`src/rtl/crc_pkg.sv`:
```
// crc_pkg: shared types and constants for the CRC CBUS sequencer.
// Holds the channel count, the word-count width, the GRANT timeout and the FSM state type.
package crc_pkg;
    localparam int NCHAN = 8;
    localparam int WC_W  = 11;
    localparam int TMO   = 15;
    typedef logic [2:0]      chan_t;
    typedef logic [WC_W-1:0] wc_t;
    typedef enum logic [2:0] {IDLE, ARB, GRANT, UPDATE, ERR} crc_state_t;
endpackage

```
`src/rtl/crc_wc_ram.sv`:
```
// crc_wc_ram: per-channel word-count and reverse-flag register file.
// Ports: clk_i/rst_ni clock and async active-low reset; load_* writes count+rev;
// dec_i/dec_chan_i decrement one count; rd_chan_i async read of rd_wc_o/rd_rev_o;
// wc_zero_o flags every channel whose count is 0.
module crc_wc_ram
    import crc_pkg::*;
(
    input  logic             clk_i,
    input  logic             rst_ni,
    input  logic             load_i,
    input  chan_t            load_chan_i,
    input  wc_t              load_val_i,
    input  logic             load_rev_i,
    input  logic             dec_i,
    input  chan_t            dec_chan_i,
    input  chan_t            rd_chan_i,
    output wc_t              rd_wc_o,
    output logic             rd_rev_o,
    output logic [NCHAN-1:0] wc_zero_o
);
    wc_t              wc_q [NCHAN];
    logic [NCHAN-1:0] rev_q;

    // A load always beats a decrement of the same entry; a zero count is never decremented.
    always_ff @(posedge clk_i or negedge rst_ni) begin
        if (!rst_ni) begin
            for (int i = 0; i < NCHAN; i++) wc_q[i] <= '0;
            rev_q <= '0;
        end else begin
            for (int i = 0; i < NCHAN; i++) begin
                if (load_i && load_chan_i == chan_t'(i)) begin
                    wc_q[i]  <= load_val_i;
                    rev_q[i] <= load_rev_i;
                end else if (dec_i && dec_chan_i == chan_t'(i) && wc_q[i] != '0) begin
                    wc_q[i] <= wc_q[i] - wc_t'(1);
                end
            end
        end
    end

    assign rd_wc_o  = wc_q[rd_chan_i];
    assign rd_rev_o = rev_q[rd_chan_i];

    for (genvar g = 0; g < NCHAN; g++) begin : g_zero
        assign wc_zero_o[g] = wc_q[g] == '0;
    end
endmodule

```
`src/rtl/crc_cbus_seq.sv`:
```
// crc_cbus_seq: round-robin CBUS word sequencer feeding the channel control stage.
// Ports: clk1_crc_h/mr_reset_l clock and async active-low reset; cbus_chan_req_h per-channel
// requests; cbus_ready_e_h word acknowledge; wc_load_* word-count load; crc_* slot outputs
// (selected channel, RAM address, ready, last word, error, reverse, RAM write strobe,
// slot-owned flag, per-channel zero-count flags).
module crc_cbus_seq
    import crc_pkg::*;
(
    input  logic             clk1_crc_h,
    input  logic             mr_reset_l,
    input  logic [NCHAN-1:0] cbus_chan_req_h,
    input  logic             cbus_ready_e_h,
    input  logic             wc_load_h,
    input  logic [2:0]       wc_load_chan,
    input  logic [WC_W-1:0]  wc_load_val,
    input  logic             wc_load_rev,
    output logic [2:0]       crc_sel_c_h,
    output logic [2:0]       crc_ram_adr_r_l,
    output logic             crc_ready_in_h,
    output logic             crc_last_word_in_h,
    output logic             crc_err_in_h,
    output logic             crc_reverse_in_h,
    output logic             crc_wr_ram_l,
    output logic             crc_cbus_contr_cyc_l,
    output logic [NCHAN-1:0] crc_wc_zero_h
);
    crc_state_t state_q, state_d;
    chan_t      sel_q, sel_d, adr_q, adr_d, ptr_q, ptr_d, pick;
    logic [3:0] tmo_q, tmo_d;
    wc_t        wc;
    logic       rev;

    crc_wc_ram u_ram (
        .clk_i       (clk1_crc_h),
        .rst_ni      (mr_reset_l),
        .load_i      (wc_load_h),
        .load_chan_i (wc_load_chan),
        .load_val_i  (wc_load_val),
        .load_rev_i  (wc_load_rev),
        .dec_i       (state_q == UPDATE),
        .dec_chan_i  (sel_q),
        .rd_chan_i   (sel_q),
        .rd_wc_o     (wc),
        .rd_rev_o    (rev),
        .wc_zero_o   (crc_wc_zero_h)
    );

    // Scanning from the far end down leaves the nearest requester at or after the pointer.
    always_comb begin
        pick = ptr_q;
        for (int i = NCHAN - 1; i >= 0; i--)
            if (cbus_chan_req_h[ptr_q + chan_t'(i)]) pick = ptr_q + chan_t'(i);
    end

    always_comb begin
        state_d            = state_q;
        sel_d              = sel_q;
        adr_d              = adr_q;
        ptr_d              = ptr_q;
        tmo_d              = tmo_q;
        crc_ready_in_h     = 1'b0;
        crc_last_word_in_h = 1'b0;
        crc_err_in_h       = 1'b0;
        crc_reverse_in_h   = 1'b0;
        case (state_q)
            IDLE: if (|cbus_chan_req_h) state_d = ARB;
            ARB: begin
                tmo_d   = '0;
                state_d = |cbus_chan_req_h ? GRANT : IDLE;
                if (|cbus_chan_req_h) begin
                    sel_d = pick;
                    adr_d = ~pick;
                end
            end
            GRANT: begin
                crc_reverse_in_h = rev;
                if (wc == '0) begin
                    crc_err_in_h = 1'b1;
                    state_d      = ERR;
                end else begin
                    crc_ready_in_h     = 1'b1;
                    crc_last_word_in_h = wc == wc_t'(1);
                    // An acknowledge in the timeout cycle still retires the word.
                    if (cbus_ready_e_h) state_d = UPDATE;
                    else if (tmo_q == 4'(TMO - 1)) begin
                        crc_err_in_h = 1'b1;
                        state_d      = ERR;
                    end else tmo_d = tmo_q + 4'd1;
                end
            end
            UPDATE: begin
                ptr_d   = sel_q + 3'd1;
                state_d = IDLE;
            end
            ERR: begin
                crc_err_in_h = 1'b1;
                ptr_d        = sel_q + 3'd1;
                state_d      = IDLE;
            end
            default: state_d = IDLE;
        endcase
    end

    always_ff @(posedge clk1_crc_h or negedge mr_reset_l) begin
        if (!mr_reset_l) begin
            state_q <= IDLE;
            sel_q   <= '0;
            adr_q   <= '1;
            ptr_q   <= '0;
            tmo_q   <= '0;
        end else begin
            state_q <= state_d;
            sel_q   <= sel_d;
            adr_q   <= adr_d;
            ptr_q   <= ptr_d;
            tmo_q   <= tmo_d;
        end
    end

    assign crc_sel_c_h          = sel_q;
    assign crc_ram_adr_r_l      = adr_q;
    assign crc_wr_ram_l         = state_q != UPDATE;
    assign crc_cbus_contr_cyc_l = state_q == IDLE;
endmodule

```
`config.mk`:
```
export PLATFORM = sky130hd
export DESIGN_NAME = crc_cbus_seq
export DESIGN_NICKNAME = d
export VERILOG_FILES = /design/src/rtl/crc_pkg.sv /design/src/rtl/crc_wc_ram.sv /design/src/rtl/crc_cbus_seq.sv
export SDC_FILE = /design/constraint.sdc
export NUM_CORES = 1
export LEC_CHECK = 0
export CAP_MARGIN = 0
export CORE_AREA = 5 5 131 133
export DETAILED_ROUTE_END_ITERATION = 8
export DIE_AREA = 0 0 136 138
export GPL_ROUTABILITY_DRIVEN = 0
export PLACE_DENSITY_LB_ADDON = 0.25
export SYNTH_ARGS = -nofsm -noshare
export SYNTH_HDL_FRONTEND = slang
export SYNTH_HIERARCHICAL = 1
export SYNTH_SLANG_ARGS = --single-unit
export TNS_END_PERCENT = 30
```
`constraint.sdc`:
```
create_clock -name clk1_crc_h -period 3.8 [get_ports clk1_crc_h]
set_input_delay 1.14 -clock clk1_crc_h [delete_from_list [all_inputs] [get_ports clk1_crc_h]]
set_output_delay 1.14 -clock clk1_crc_h [all_outputs]
set_load 0.01 [all_outputs]
```
=== Yosys cells after proc, flatten, opt, wreduce, memory -nomap -nowiden ===
Cells that the tools add are included.

* Add/sub/neg operators: 17
* Magnitude comparators: 10
* Eq/ne operators: 26
* Multiplexer cells: 64
* Bitwise operators: 2
* Reductions and logical operators: 58

{| class="wikitable"
|+ Operators with widths
! operator !! number
|-
| 2-to-1 mux 11 bit || 18
|-
| logical NOT 11 bit || 9
|-
| nonzero test 11 bit || 8
|-
| subtractor 11 x 1 -> 11 bit (second input constant) || 8
|-
| less-than comparator 3 x 4 -> 1 bit (second input constant) || 9
|-
| 2-to-1 mux 3 bit || 12
|-
| binary-select mux 11 bit (select 3 bit) || 1
|-
| binary-select mux 1 bit (select 3 bit) || 9
|-
| == test 3 bit (second input constant) || 9
|-
| logical AND 1 bit || 24
|-
| == test 3 x 2 -> 1 bit (second input constant) || 6
|-
| nonzero test 2 bit || 9
|-
| 2-to-1 mux 1 bit || 17
|-
| adder 3 bit (second input constant) || 4
|-
| 2-to-1 mux 4 bit || 3
|-
| == test 11 x 1 -> 1 bit (second input constant) || 1
|-
| == test 3 x 1 -> 1 bit (second input constant) || 3
|-
| logical NOT 3 bit || 3
|-
| case mux 3 bit (3 select lines) || 1
|-
| case mux 4 bit (2 select lines) || 1
|-
| OR reduction 8 bit || 1
|-
| adder 3 x 1 -> 3 bit (second input constant) || 2
|-
| adder 3 x 2 -> 3 bit (second input constant) || 2
|-
| != test 2 bit (second input constant) || 3
|-
| 13 further kinds || 14
|}

* Bits in registers: 112
* Bits of input ports: 27
* Output and inout bits: 20
* Word-level logic and storage cells: 198

=== Longest topological paths before layout ===
Gate-level depths: netlist (run 1).

* Depth after elaboration: 12
* Mapped depth: 11
* Gate-level depth less buffers: 7

=== Hierarchy ===
The synthesis (run 1) kept the hierarchy.

{| class="wikitable"
|+ Modules (own cells, without submodules)
! module !! instances !! cells each !! area an instance (um2) !! sequential area each (um2)
|-
| crc_wc_ram || 1 || 751 || 6673.9 || 2402.3
|-
| crc_cbus_seq || 1 || 212 || 1991.9 || 404.1
|}

=== Worst setup path before layout (run 1) ===
OpenSTA, ideal clock, no wires.

* Path type: reg-to-output
* Start: reg sel_q[0], in the netlist crc_sel_c_h[0]
* End: out crc_err_in_h
* Arrival time: 3.088 ns
* Slack: -0.428 ns
* Stages on the path, launching flop included: 10
* Buffers on the path: 2
* Cells stage by stage: dfrtp_1 > clkbuf_1 > clkbuf_1 > mux4_2 > mux2_2 > nor4_1 > nand3_1 > nor2_1 > nor2_1 > o21ai_0

* Longest elaborated chain between the ends: 7

{| class="wikitable"
|+ RTL lines
! element !! RTL line !! RTL
|-
| start: declaration || crc_cbus_seq.sv:28 || <nowiki>chan_t sel_q, sel_d, adr_q, adr_d, ptr_q, ptr_d, pick;</nowiki>
|-
| start signal: assignment || crc_cbus_seq.sv:113 || <nowiki>sel_q <= sel_d;</nowiki>
|-
| NOT 3 -> 4 bit (not written as such) || crc_wc_ram.sv:41 || <nowiki>assign rd_wc_o = wc_q[rd_chan_i];</nowiki>
|-
| binary-select mux 11 bit (select 3 bit) || crc_wc_ram.sv:41 ||
|-
| 2-to-1 mux 11 bit (not written as such) (2 in a row) || crc_wc_ram.sv:41 ||
|-
| via wc[7] || crc_cbus_seq.sv:30 || <nowiki>wc_t wc;</nowiki>
|-
| logical NOT 11 bit || crc_cbus_seq.sv:77 || <nowiki>if (wc == '0) begin</nowiki>
|-
| 2-to-1 mux 1 bit || crc_cbus_seq.sv:77 ||
|-
| case mux 1 bit (2 select lines) || crc_cbus_seq.sv:65 || <nowiki>case (state_q)</nowiki>
|-
| end: declaration || crc_cbus_seq.sv:21 || <nowiki>output logic crc_err_in_h,</nowiki>
|}

The timed path passes the listed nets, and every way through them passes these cells. The select of a mux whose other input is x is not followed.

=== Final worst setup path (run 1) ===
Same ends and word-level chain as after synthesis.

==> results of run 1 <==
==> layout make-up <==
| class | instances | area, sq um |
|---|---|---|
| fillers | 1277 | 5290 |
| clock inverters | 6 | 71.3 |
| inverters | 38 | 148 |
| multi-input cells | 742 | 5490 |
| repair buffers | 164 | 1400 |
| clock buffers | 10 | 229 |
| flip-flops and latches | 112 | 2810 |
| diodes | 1 | 2.50 |
| well taps | 216 | 270 |
==> metal layers <==
layer / up-vias / GRT usage / share of wire
met4: 2 / 0.108 / 0.038
met3: 74 / 0.0820 / 0.098
li1: 3919 / - / -
met1: 4150 / 0.410 / 0.42
met5: - / 0 / 0.00047
met2: 418 / 0.443 / 0.44
==> per-stage QoR <==
step	hold WS, ns	worst slack [ns]	utilization
after global placement	0.462	-0.266	0.628
final	0.496	-0.172	0.663
after CTS	0.487	-0.123	0.660
after detailed placement	0.465	-0.367	0.628
after global routing	0.525	-0.272	0.663
after floorplan	0.441	0.00236	-
==> power groups by stage <==
stage	sequential (mW)	clock [mW]	combinational, mW
after floorplan	1.89	0	2.59
after global placement	2.04	0	3.66
after detailed placement	2.04	0	3.74
after CTS	2.00	0.992	4.00
after global routing	2.06	1.04	4.48
final	2.03	0.983	4.14
==> kinds of logic after synthesis <==
family	share of synthesized area
buffers and inverters	0.0534
DFF	0.324
adders and majority gates	0.0188
muxes	0.156
and+or+nand+nor	0.270
AOI/OAI and AO/OA	0.164
xor gates and xnor gates	0.0141
==> tightest hold or removal path: stages, from the launching register on <==
cell     delay, ns
dfrtp_1       0.36
nand2_1       0.05
nand2_1       0.05
==> sequential cells by signal (all words and copies together) (netlist names) <==
register / cells
crc_ram_adr_r_l: 3
crc_sel_c_h: 3
ptr_q: 3
state_q: 3
tmo_q: 4
u_ram/rev_q: 8
u_ram/wc_q: 88
==> worst max-delay path by stage <==
stage	start	to	slack [ns]	cells past startpoint
5_1_grt	crc_sel_c_h[0]	crc_err_in_h	-0.27	10
6_report	crc_sel_c_h[0]	crc_err_in_h	-0.17	10
3_3_place_gp	crc_sel_c_h[0]	crc_err_in_h	-0.27	9
3_5_place_dp	crc_sel_c_h[0]	crc_last_word_in_h	-0.37	8
4_1_cts	crc_sel_c_h[0]	crc_err_in_h	-0.12	10
2_1_floorplan	crc_sel_c_h[0]	crc_err_in_h	0.002	9
==> cell usage after synthesis, types with 7 or more instances <==
cell      instances
ha_1             13
nor3b_1           8
dfrtp_1         109
nand4_1          18
buf_2             8
o211ai_1         17
or3_1            24
o311ai_0          8
clkbuf_2          7
nand4b_1          9
mux4_2           30
clkbuf_1         46
mux2i_1          12
nand3_1          44
nand3b_1         10
a21oi_1          30
mux4_1            9
o41ai_1           7
nor4_1           15
nor2_1           88
nand2_1          96
o31ai_1          14
a31oi_1          34
inv_1            37
mux2_2           27
o21ai_0          48
xnor2_1          11
or4_1            29
nor3_1           23
==> layout by cell type (no fill, tap or decap), drive strengths merged, types with 18 or more instances in the layout <==
master / n
a21oi: 30
a31oi: 34
buf: 122
clkdlybuf4s50: 40
dfrtp: 109
inv: 37
mux2: 28
mux4: 39
nand2: 96
nand3: 44
nand4: 18
nor2: 88
nor3: 23
o21ai: 51
or3: 24
or4: 33
==> what timing repair did <==
| item | 4_1_cts | 5_1_grt |
|---|---|---|
| resized for setup | 30 | 10 |
| pin swaps | 3 | 6 |
| setup buffers | 15 | 2 |
| endpoints found under the setup margin | 5 | 5 |
==> summary.md, run 1 <==
| Metric | Value |
|---|---|
| Clock Skew | `0.00993 ns` |
| Slew margin rel. | `0.342` |
| Hold Path Sink | `u_ram/rev_q[5]` |
| Reg-to-reg startpoint | `crc_sel_c_h[0]` |
| Final std cell area, no fill | `0.0104 sq mm` |
| Initial drt markers | `891` |
| CTS Hold Bufs | `0` |
| Net Sw Frac | `0.418` |
| Comb power frac | `0.578` |
| CP max stage delay | `0.52 ns` |
| Top delay family on crit path | `multiplexers` |
| Critical Path RT | `2.66 ns` |
| Endpoints failing setup | `3` |
| Most used cell, CP | `buf_12` |
| Hold Vio Cnt, Final | `0` |
| Leakage | `4.06 nW` |
| CP Class | `flop to output port` |
| Clock latency at the later pin of the worst-skew pair | `0.37 ns` |
| Final Power | `7.15 mW` |
| DP HPWL | `19.4 mm` |
| Bufs on Longest Clock Path | `2` |
| DR WL/cell | `21.4 um` |
| # clock sinks | `112` |
| Startpoint Class | `flop` |
| Top cells by area, synth | `dfrtp_1 (31%), mux4_2 (7.8%), nand2_1 (4.2%)` |
| Synth Instances | `963` |
| Clk pwr share | `0.138` |
| DIE AREA | `0.0188 sq mm` |
| Post-DRT Antenna Nets | `0` |
| Arrival time at the worst endpoint | `2.83 ns` |
| Setup_tns | `-0.468 ns` |
| NumNets Final | `1107` |
| Worst-margin pin slew | `0.973 ns` |
| Synth Cell Area | `0.00867 sq mm` |
| Asr flop ratio synth | `1.00` |
| Top FF cell, synth | `dfrtp_1` |
| Buffer and inverter count on the worst path | `3` |
| Std-Cell Rows | `46` |
| Vias in the first global route | `8027` |
| Worst r2r dst | `tmo_q[3]` |
| Worst VDD drop | `0.386 mV` |
| Final WL | `27.6 mm` |
| Via count | `8563` |
| Yosys reg bits | `112` |
| Reg clk slew, reported paths | `0.08 ns` |
| Die Y | `138 um` |
| Syn avg cell area | `9.00 sq um` |
| FMAX | `252 MHz` |
| Switching Power | `2.99 mW` |
| Initial antenna violation count | `3` |
| HP Start | `u_ram/rev_q[5]` |
| Synth cell types | `86` |
| Post-synth top area share | `0.315` |
| DR DRC count | `0` |
| Root Driver | `clkbuf_16` |
| Syn. warnings | `6` |
| CP max stage cell | `dfrtp_4` |
| Hold/Removal Path Class | `flop to flop` |
| Max Cap Viol | `0` |
| Grt total ovfl | `0` |
| Initial core utilization | `0.552` |
| CTS tree | `built` |
| Failing checks | `negative setup slack` |
| PD cells | `686 mW/mm^2` |
| R2r worst-path depth | `12` |
| Min Tclk post-route | `3.97 ns` |
| First-pass GRT wire length | `43.8 mm` |
| Post-synth EDFFs | `0` |
| Vias per cell | `6.64` |
| Synth area leader | `dfrtp_1` |
| P_int | `4.16 mW` |
| First-pass iteration count of the detailed router | `5` |
| Status | `finished with violations` |
| Setup WS post-layout | `-0.172 ns` |
| Share of power burned in registers | `0.284` |
| Largest net degree at the start of global routing | `52` |
| Core Footprint | `0.0157 sq mm` |
| # port buffers | `46` |
| Io pins | `47` |
| Die Width | `136 um` |
| Worst path cell trace | `buf_12 -> buf_12 -> mux4_2 -> mux2_4 -> nor4_4 -> nand3_4 -> nor2_4 -> nor2_2 -> o21ai_1 -> buf_2` |
| Placed Cells | `1255` |
| Crit end category | `output port` |
| Layout cells sized above 1 | `0.220` |
| Syn-to-layout area delta | `20.3%` |
| RSZ-0062 raised after global routing | `true` |
| All-Layer GR Usage | `0.295` |
| Final period util | `1.05` |
| Hold Crit Depth | `2` |
| Register area share after synthesis | `0.324` |
| Mapped Nets | `1003` |
| R2r setup slk | `0.59 ns` |
| Non-filler instance count after layout | `1289` |
| Fin. max-slew vios | `0` |
| CTS Buf Count | `9` |
| Htree depth | `3` |
| Dpl cell area | `0.00987 sq mm` |
| Worst Path Max Fanout | `7` |
Note: power is estimated with default switching activity, not from simulation.
==> inputs of run 2 (changes only) <==
- SETUP_SLACK_MARGIN: not set -> 0.4
- SLEW_MARGIN: not set -> 15
==> run 2 against run 1 <==
The flow still finishes with violations (negative setup slack). Global-route usage down 0.72 points. Power down 3.0%. First-iteration DRC count up 30%. Maximum frequency up 0.41%. Via count up 0.15%. Sequential cell count unchanged. Cell count down 1.6%. Combinational power down 6.5%. Non-clock buffer count down 21. Hold slack worse by 0.00081 ns. Design area down 1.1%. Die area unchanged.
==> summary.md, run 2 (synthesis gave the netlist of run 1 again) <==
| Metric | Value |
|---|---|
| # clock sinks | `112` |
| Worst Path Max Fanout | `8` |
| Clock Skew | `0.0132 ns` |
| DR DRC count | `0` |
| Worst-margin pin slew | `0.976 ns` |
| Hold_ws | `0.495 ns` |
| Worst path cell trace | `buf_12 -> buf_6 -> mux4_2 -> mux2_4 -> nor4_4 -> nand3_2 -> buf_6 -> nor2_4 -> nor2_2 -> o21ai_2 -> buf_2` |
| Buffer and inverter count on the worst path | `4` |
| Biggest register | `u_ram/wc_q` |
| Initial core utilization | `0.552` |
| Worst VDD drop | `0.332 mV` |
| CP max stage delay | `0.49 ns` |
| Syn-to-layout area delta | `19.0%` |
| All-Layer GR Usage | `0.288` |
| CTS Hold Bufs | `0` |
| Vias per cell | `6.76` |
| Commonest non-fill, non-tap cells in the layout | `dfrtp_1 (105), nand2_1 (96), buf_4 (87), nor2_1 (86), o21ai_0 (47)` |
| Reg-to-reg startpoint | `state_q[2]` |
| CP max stage cell | `dfrtp_4` |
| Endpoints failing setup | `3` |
| Clock latency at the later pin of the worst-skew pair | `0.36 ns` |
| Critical path origin | `crc_sel_c_h[0]` |
| Std-Cell Rows | `46` |
| Hold Vio Cnt, Final | `0` |
| Root Driver | `clkbuf_16` |
| PD cells | `673 mW/mm^2` |
| Most used cell, CP | `buf_6` |
| Reg clk slew, reported paths | `0.08 ns` |
| Slew margin rel. | `0.341` |
| FMAX | `253 MHz` |
| Failing checks | `negative setup slack` |
| Initial antenna violation count | `2` |
| Crit end category | `output port` |
| First-pass iteration count of the detailed router | `6` |
| Setup_tns | `-0.455 ns` |
| Largest register FFs | `88` |
| Final period util | `1.04` |
| Min Tclk post-route | `3.96 ns` |
| Max Cap Viol | `0` |
| Via count | `8576` |
| Pre-CTS WS | `-0.270 ns` |
| Leakage | `4.00 nW` |
| Final Util | `0.656` |
| Fin. max-slew vios | `0` |
| Critical Path RT | `2.66 ns` |
| CP Class | `flop to output port` |
| # port buffers | `46` |
| Die Width | `136 um` |
| Startpoint Class | `flop` |
| CTS tree | `built` |
| Layout cells sized above 1 | `0.217` |
| DIE AREA | `0.0188 sq mm` |
| Most common cell after layout, fill and taps aside | `dfrtp_1` |
| DR WL/cell | `21.3 um` |
| CTS Buf Count | `9` |
| Hold/Removal Path Class | `flop to flop` |
| Arrival time at the worst endpoint | `2.82 ns` |
| RSZ-0062 raised after global routing | `true` |
| NumNets Final | `1086` |
| Status | `finished with violations` |
| Initial drt markers | `1154` |
| Top delay family on crit path | `multiplexers` |
| Setup WS post-layout | `-0.156 ns` |
| Top flop regs | `u_ram/wc_q (88), u_ram/rev_q (8), tmo_q (4)` |
| DP HPWL | `19.2 mm` |
| Largest net degree at the start of global routing | `53` |
| Bufs on Longest Clock Path | `2` |
| Htree depth | `3` |
| First-pass GRT wire length | `43.2 mm` |
| Die Y | `138 um` |
| Vias in the first global route | `7901` |
| Grt total ovfl | `0` |
| Final WL | `27.0 mm` |
| Io pins | `47` |
| HP Start | `u_ram/rev_q[4]` |
| Post-DRT Antenna Nets | `0` |
| Core Footprint | `0.0157 sq mm` |
## run 2: cell count changes in the layout (fill, tap and decap cells not counted), moves of 3 or more
| cell | before | now |
|---|---|---|
| and3_4 | 0 | 3 |
| buf_4 | 110 | 87 |
| buf_6 | 5 | 9 |
| clkdlybuf4s50_1 | 40 | 36 |
| clkinv_4 | 4 | 0 |
| nor3_2 | 0 | 3 |
## run 2: through the flow
step / area (sq um) / total power, mW / instances
floorplan: 8790 / 4.62 / 963
global placement: 9790 / 5.63 / 1237
detailed placement: 9790 / 5.72 / 1237
CTS: 10200 / 6.82 / 1263
global route: 10300 / 7.37 / 1267
finish: 10300 / 6.94 / 1268
## run 2: final timing paths
path / depth (start not counted) / slack [ns] / to
max in group asynchronous: 2 / 2.30 / u_ram/wc_q[62]
worst max register to register: 6 / 0.91 / u_ram/wc_q[42]
worst min register to register: 2 / 0.49 / u_ram/rev_q[4]
worst min-delay path: 2 / 0.49 / u_ram/rev_q[4]
worst max-delay path: 11 / -0.16 / crc_err_in_h
min in group asynchronous: 1 / 0.75 / ptr_q[2]
## run 2: final cells by class
class	count	area, sq um
Multi-Input combinational cell	742	5520
Fill cell	1296	5400
Sequential cell	112	2810
Timing Repair Buffer	143	1240
Tap cell	216	270
Clock buffer	13	260
Inverter	38	155
Clock inverter	3	40.0
Antenna cell	1	2.50
## run 2: what timing repair did
item / 4_1_cts / 5_1_grt
resized for setup: 39 / 16
pin swaps: 7 / 3
buffers inserted: 10 / 4
hold endpoints to repair: 0 / 0
endpoints found under the setup margin: 10 / 12
## run 2: worst min-delay path, stage by stage, from the launching register on
cell     delay [ns]
dfrtp_1        0.35
nand2_1        0.05
nand2_1        0.06
## run 2: routing by layer
metal / up-vias / global-route usage / routed length [um]
li1: 3876 / - / -
met1: 4122 / 0.400 / 11000
met2: 482 / 0.435 / 12200
met3: 94 / 0.0682 / 2660
met4: 2 / 0.117 / 1120
met5: - / 0 / 16
## run 2: power by group
group,internal (mW),total (mW),leakage [nW],switching (mW)
sequential,1.56,2.08,1.30,0.524
clock,0.547,0.990,0.150,0.443
combinational,1.95,3.87,2.55,1.92
